`src/rtl/router_pkg.sv`:
```
// Shared constants and helpers for the router register block.
package router_pkg;

  localparam int unsigned CHK_XOR = 0;
  localparam int unsigned CHK_CRC = 1;

  localparam logic [7:0] DEFAULT_POLY = 8'h07;

  // Payload length lives above the destination address bits of the header.
  function automatic int unsigned len_field(input logic [31:0] hdr, input int unsigned addr_w);
    return int'(hdr >> addr_w);
  endfunction

endpackage

```
`src/rtl/router_chk_unit.sv`:
```
// One-byte checksum step: XOR parity or MSB-first CRC with an implicit top bit.
module router_chk_unit
  import router_pkg::*;
#(
  parameter int unsigned        DATA_W   = 8,
  parameter int unsigned        CHK_MODE = CHK_XOR,
  parameter logic [DATA_W-1:0]  POLY     = DATA_W'(DEFAULT_POLY)
) (
  input  logic [DATA_W-1:0] acc,
  input  logic [DATA_W-1:0] d,
  output logic [DATA_W-1:0] acc_nxt
);

  logic              fb;
  logic [DATA_W-1:0] acc_w;

  always_comb begin
    fb    = 1'b0;
    acc_w = acc;
    if (CHK_MODE == CHK_CRC) begin
      for (int i = DATA_W - 1; i >= 0; i--) begin
        fb    = acc_w[DATA_W-1] ^ d[i];
        acc_w = (acc_w << 1) ^ (fb ? POLY : '0);
      end
    end else begin
      acc_w = acc ^ d;
    end
    acc_nxt = acc_w;
  end

endmodule

```
`src/rtl/router_reg_gen.sv`:
```
// Router register block: header capture, payload forwarding with a one-byte
// park register for FIFO-full, running checksum and length check.
module router_reg_gen
  import router_pkg::*;
#(
  parameter int unsigned        DATA_W   = 8,
  parameter int unsigned        ADDR_W   = 2,
  parameter int unsigned        CHK_MODE = CHK_XOR,
  parameter logic [DATA_W-1:0]  POLY     = DATA_W'(DEFAULT_POLY)
) (
  input  logic              clock,
  input  logic              reset,
  input  logic              pkt_valid,
  input  logic [DATA_W-1:0] data_in,
  input  logic              fifo_full,
  input  logic              detect_add,
  input  logic              lfd_state,
  input  logic              ld_state,
  input  logic              laf_state,
  input  logic              full_state,
  input  logic              rst_int_reg,
  output logic [DATA_W-1:0] dout,
  output logic              parity_done,
  output logic              low_pkt_valid,
  output logic              err,
  output logic              len_err
);

  localparam int unsigned LEN_W = DATA_W - ADDR_W;

  logic [DATA_W-1:0] header;
  logic [DATA_W-1:0] hold;
  logic              hold_v;
  logic [DATA_W-1:0] chk_acc;
  logic [DATA_W-1:0] pkt_chk;
  logic [LEN_W-1:0]  byte_cnt;
  logic              chk_arm;
  logic [DATA_W-1:0] chk_in;
  logic [DATA_W-1:0] chk_nxt;
  logic [LEN_W-1:0]  hdr_len;

  assign chk_in  = lfd_state ? header : data_in;
  assign hdr_len = LEN_W'(len_field(32'(header), ADDR_W));

  router_chk_unit #(
    .DATA_W   (DATA_W),
    .CHK_MODE (CHK_MODE),
    .POLY     (POLY)
  ) u_chk (
    .acc     (chk_acc),
    .d       (chk_in),
    .acc_nxt (chk_nxt)
  );

  // chk_arm keeps the comparison from re-evaluating against cleared state
  // after rst_int_reg, so a stale err survives until the next detect_add.
  always_ff @(posedge clock) begin
    if (reset) begin
      header        <= '0;
      hold          <= '0;
      hold_v        <= 1'b0;
      chk_acc       <= '0;
      pkt_chk       <= '0;
      byte_cnt      <= '0;
      chk_arm       <= 1'b0;
      dout          <= '0;
      parity_done   <= 1'b0;
      low_pkt_valid <= 1'b0;
      err           <= 1'b0;
      len_err       <= 1'b0;
    end else begin
      if (parity_done && chk_arm) begin
        err     <= (pkt_chk != chk_acc);
        len_err <= (byte_cnt != hdr_len);
      end

      if (rst_int_reg) begin
        header        <= '0;
        hold          <= '0;
        hold_v        <= 1'b0;
        chk_acc       <= '0;
        pkt_chk       <= '0;
        byte_cnt      <= '0;
        chk_arm       <= 1'b0;
        low_pkt_valid <= 1'b0;
      end else if (detect_add) begin
        if (pkt_valid) header <= data_in;
        chk_acc     <= '0;
        byte_cnt    <= '0;
        chk_arm     <= 1'b0;
        parity_done <= 1'b0;
        err         <= 1'b0;
        len_err     <= 1'b0;
      end else if (lfd_state) begin
        dout    <= header;
        chk_acc <= chk_nxt;
      end else if (ld_state) begin
        if (pkt_valid) begin
          chk_acc <= chk_nxt;
          if (byte_cnt != {LEN_W{1'b1}}) byte_cnt <= byte_cnt + 1'b1;
          if (!fifo_full) begin
            dout <= data_in;
          end else begin
            hold   <= data_in;
            hold_v <= 1'b1;
          end
        end else begin
          pkt_chk       <= data_in;
          low_pkt_valid <= 1'b1;
          if (!fifo_full) begin
            dout        <= data_in;
            parity_done <= 1'b1;
            chk_arm     <= 1'b1;
          end else begin
            hold   <= data_in;
            hold_v <= 1'b1;
          end
        end
      end else if (laf_state) begin
        if (hold_v) begin
          dout   <= hold;
          hold_v <= 1'b0;
        end
        if (!pkt_valid && !parity_done) begin
          parity_done <= 1'b1;
          chk_arm     <= 1'b1;
        end
      end else if (full_state) begin
        // hold and everything else are retained while the FIFO drains
      end
    end
  end

endmodule

```
`config.mk`:
```
export PLATFORM = sky130hd
export DESIGN_NAME = router_reg_gen
export DESIGN_NICKNAME = d
export VERILOG_FILES = /design/src/rtl/router_pkg.sv /design/src/rtl/router_chk_unit.sv /design/src/rtl/router_reg_gen.sv
export SDC_FILE = /design/constraint.sdc
export NUM_CORES = 1
export LEC_CHECK = 0
export ABC_AREA = 1
export BUFFER_PORTS_ARGS = -buffer_cell sky130_fd_sc_hd__buf_2
export CAP_MARGIN = 20
export CORE_UTILIZATION = 28
export DETAILED_ROUTE_END_ITERATION = 10
export SYNTH_ARGS = -nofsm -noshare
export SYNTH_HDL_FRONTEND = slang
export SYNTH_SLANG_ARGS = --single-unit
```
`constraint.sdc`:
```
create_clock -name clock -period 2.15 [get_ports clock]
set_input_delay 0 -clock clock [delete_from_list [all_inputs] [get_ports clock]]
set_output_delay 0 -clock clock [all_outputs]
set_load 0.02 [all_outputs]
```
==> metrics.yaml <==
run_status:
  status: "finished with violations"
  violations: "negative hold slack"
clock_tree:
  ctsHoldBuffers: 5
  cts_tree: "yes"
  root_buffer: "clkbuf_8"
  clockBufferDepth: 2
  numCtsBuffers: 5
  postCtsSetupBuffers: 0
  cts.sinks: 52
  cts_resized: 0
  clk_pin_slew_ns: 0.10
  htree_levels: 2
  clk_latency_ns: 0.31
worst_setup_path:
  critPathKind: "reg2reg"
  path_buf_inv: 1
  crit_path_end_kind: "flop"
  critical_path.startpoint_type: "flop"
  worstPathRequired_ns: 2.35
  cp_data_arrival_time_ns: 1.57
  crit_slowest_cell: "dfxtp_1"
  cp_max_fo: 8
  crit_family: "flip-flops"
  cp_slowest_stage_delay_ns: 0.41
  r2r_start: "byte_cnt[1]"
  cp-startpoint: "byte_cnt[1]"
  path_cells: "ha_1 > nand3_2 > o21ai_4 > inv_2 > nand2_1 > a21oi_1"
synth:
  synth-seq-cells: 52
  yosysTopAreaCell: "dfxtp_1"
  synthTopCellsByArea: "dfxtp_1, nand2_1, nor2_1, a21oi_1, inv_1"
  ys_seq_area_share_pct: 41.2
  yosysWarnings: 0
  synthMuxAreaShare_pct: 0
  yosysMostFrequentCell: "nand2_1"
  syn-num-nets: 395
  synth-edff-count: 0
  synth_simple_gate_area_share_pct: 28.1
  synth_xor_area_share_pct: 2.08
  synth.avg_cell_area_um2: 6.73
  synth_top_family_by_area: "simple AND/OR/NAND/NOR gates"
  netlist_top_cells_count: "nand2_1, nor2_1, dfxtp_1"
  synth_compound_area_share_pct: 18.4
  synth-adder-area-share_pct: 0.495
  synth_top_cell_area_share_pct: 41.2
  ys_types: 27
  synth_top_flop_cell: "dfxtp_1"
  netlist_area_mm2: 0.00253
  async_reset_ff_share_pct: 0
  postSynthCellCount: 376
global_routing:
  gr-total-overflow: 0
  grt_pass1_wl_mm: 10.5
  grtUsageMet2_pct: 21.8
  use_met1_pct: 18.9
  grt_use_met3_pct: 2.60
  busiest_layer: "met2"
  first_global_vias: 2188
  antenna_found_initial: 0
  grt_max_degree: 25
  gr-usage-all-layers_pct: 13.8
detailed_routing:
  wl_per_cell_um: 11.7
  final_antenna_net_count: 0
  drtPass1Iterations: 4
  drtIter0Drc: 124
  wl_mm: 6.07
  remaining_drc_errors: 0
  vias: 2373
  via_per_inst: 4.59
floorplanning:
  start_util_pct: 29.0
  core_area_mm2: 0.00872
  design.portCount: 30
  std_cell_rows: 34
  dieWidth_um: 97.0
  die-area_mm2: 0.00941
  die_y_um: 97.0
timing:
  max_freq_mhz: 731
  drv_slew: 0
  finalSetupViolCount: 0
  relSlewSlack_pct: 69.7
  layout_worst_path_cycle_share_pct: 63.6
  rsz0062_at_grt: "false"
  worst_slew_pin_slew_ns: 0.453
  holdWs_ns: -0.000492
  fin_tns_setup_ns: 0
  fin_worst_skew_ns: 0.00806
  hold_viol_final: 1
  period_minus_slack_ns: 1.37
worst_hold_path:
  hp-class: "in2reg"
  min-delay-start: "reset"
run:
  max_cap_violations: 0
layout:
  finalInstanceArea_mm2: 0.00290
  drive_gt1_share_pct: 13.9
  fillers: 960
  area_growth_pct: 14.5
  multi_input_area_mm2: 0.00124
  diodes: 0
  register_area_mm2: 0.00104
  nets: 427
place:
  dpl_cell_area_mm2: 0.00275
  place_congestion: 0.790
  numPortBuffers: 28
  place_hpwl_mm: 4.61
power:
  power_mw: 1.80
  power_density_mw_per_mm2: 623
  vdd_drop_max_mv: 0.256
  leakagePower_nw: 1.24
## path summary, 6_finish.rpt
path | to | slack, ns | depth (start not counted)
worst min-delay path | hold_v | -0.0005 | 4
worst max-delay path | byte_cnt[2] | 0.78 | 6
worst min register to register | hold[5] | 0.45 | 2
worst max register to register | byte_cnt[2] | 0.78 | 6
## sequential cells by signal (all words and copies together), names as in the netlist, 6 cells and up
name / count
hold: 8
pkt_chk: 8
chk_acc: 8
dout: 8
header: 8
byte_cnt: 6
## stage by stage
| stage | instances | setup WS (ns) | utilization, % |
|---|---|---|---|
| 6_report | 517 | 0.782 | 33.2 |
| 5_1_grt | 517 | 0.647 | 33.2 |
| 4_1_cts | 517 | 0.780 | 33.2 |
| 3_5_place_dp | 504 | 0.799 | 31.5 |
| 3_3_place_gp | 504 | 0.831 | 31.5 |
| 2_1_floorplan | 376 | 0.965 | - |
## routing by layer
layer  wire (um)  part of all wire [%]
met5           0                     0
met4          85                   1.4
met3         244                   4.0
met2        2760                    45
met1        2980                    49
## kinds of logic after synthesis
family	Yosys count
flip-flops	52
adder cells (fa/ha/maj)	1
XOR/XNOR	6
AO/OA/AOI/OAI	87
buffers and inverters	58
AND/OR/NAND/NOR	172
## cell type report
class | instances | share of cell area, %
multi-input combinational | 266 | 42.8
clock inverter | 3 | 0.864
clock buffer | 5 | 2.38
tap | 108 | 4.67
timing repair buffer | 35 | 7.09
inverter | 48 | 6.22
sequential | 52 | 36.0
## where the power goes
part	internal (mW)	switching, mW
Clock	0.238	0.354
Combinational	0.0722	0.144
Sequential	0.985	0.0114
Total	1.30	0.509
## placed cells by master (no fill, tap or decap), types with 2 or more instances in the layout
cell type      synthesis  final
inv_6                  0      2
inv_1                 39     39
nor2_1                63     63
inv_2                  9      9
nand2_2                4      4
a21boi_0               3      3
buf_4                  5      2
xnor2_1                4      4
nand2_1               90     90
dfxtp_1               52     52
o21ai_1               22     22
dlygate4sd3_1          0      5
o21ai_0               26     26
o21a_1                 3      3
nand3_1                9      9
xor2_1                 2      2
a21oi_1               30     30
buf_2                  3     28
clkbuf_8               0      5
nand3_2                2      2
## tightest hold or removal path: cells and delay by family
family                 cells  cell delay [ns]
AOI/OAI and AO/OA          1             0.04
and+or+nand+nor            1             0.04
buffers and inverters      2             0.19
Power figures use the tool's default switching activity.
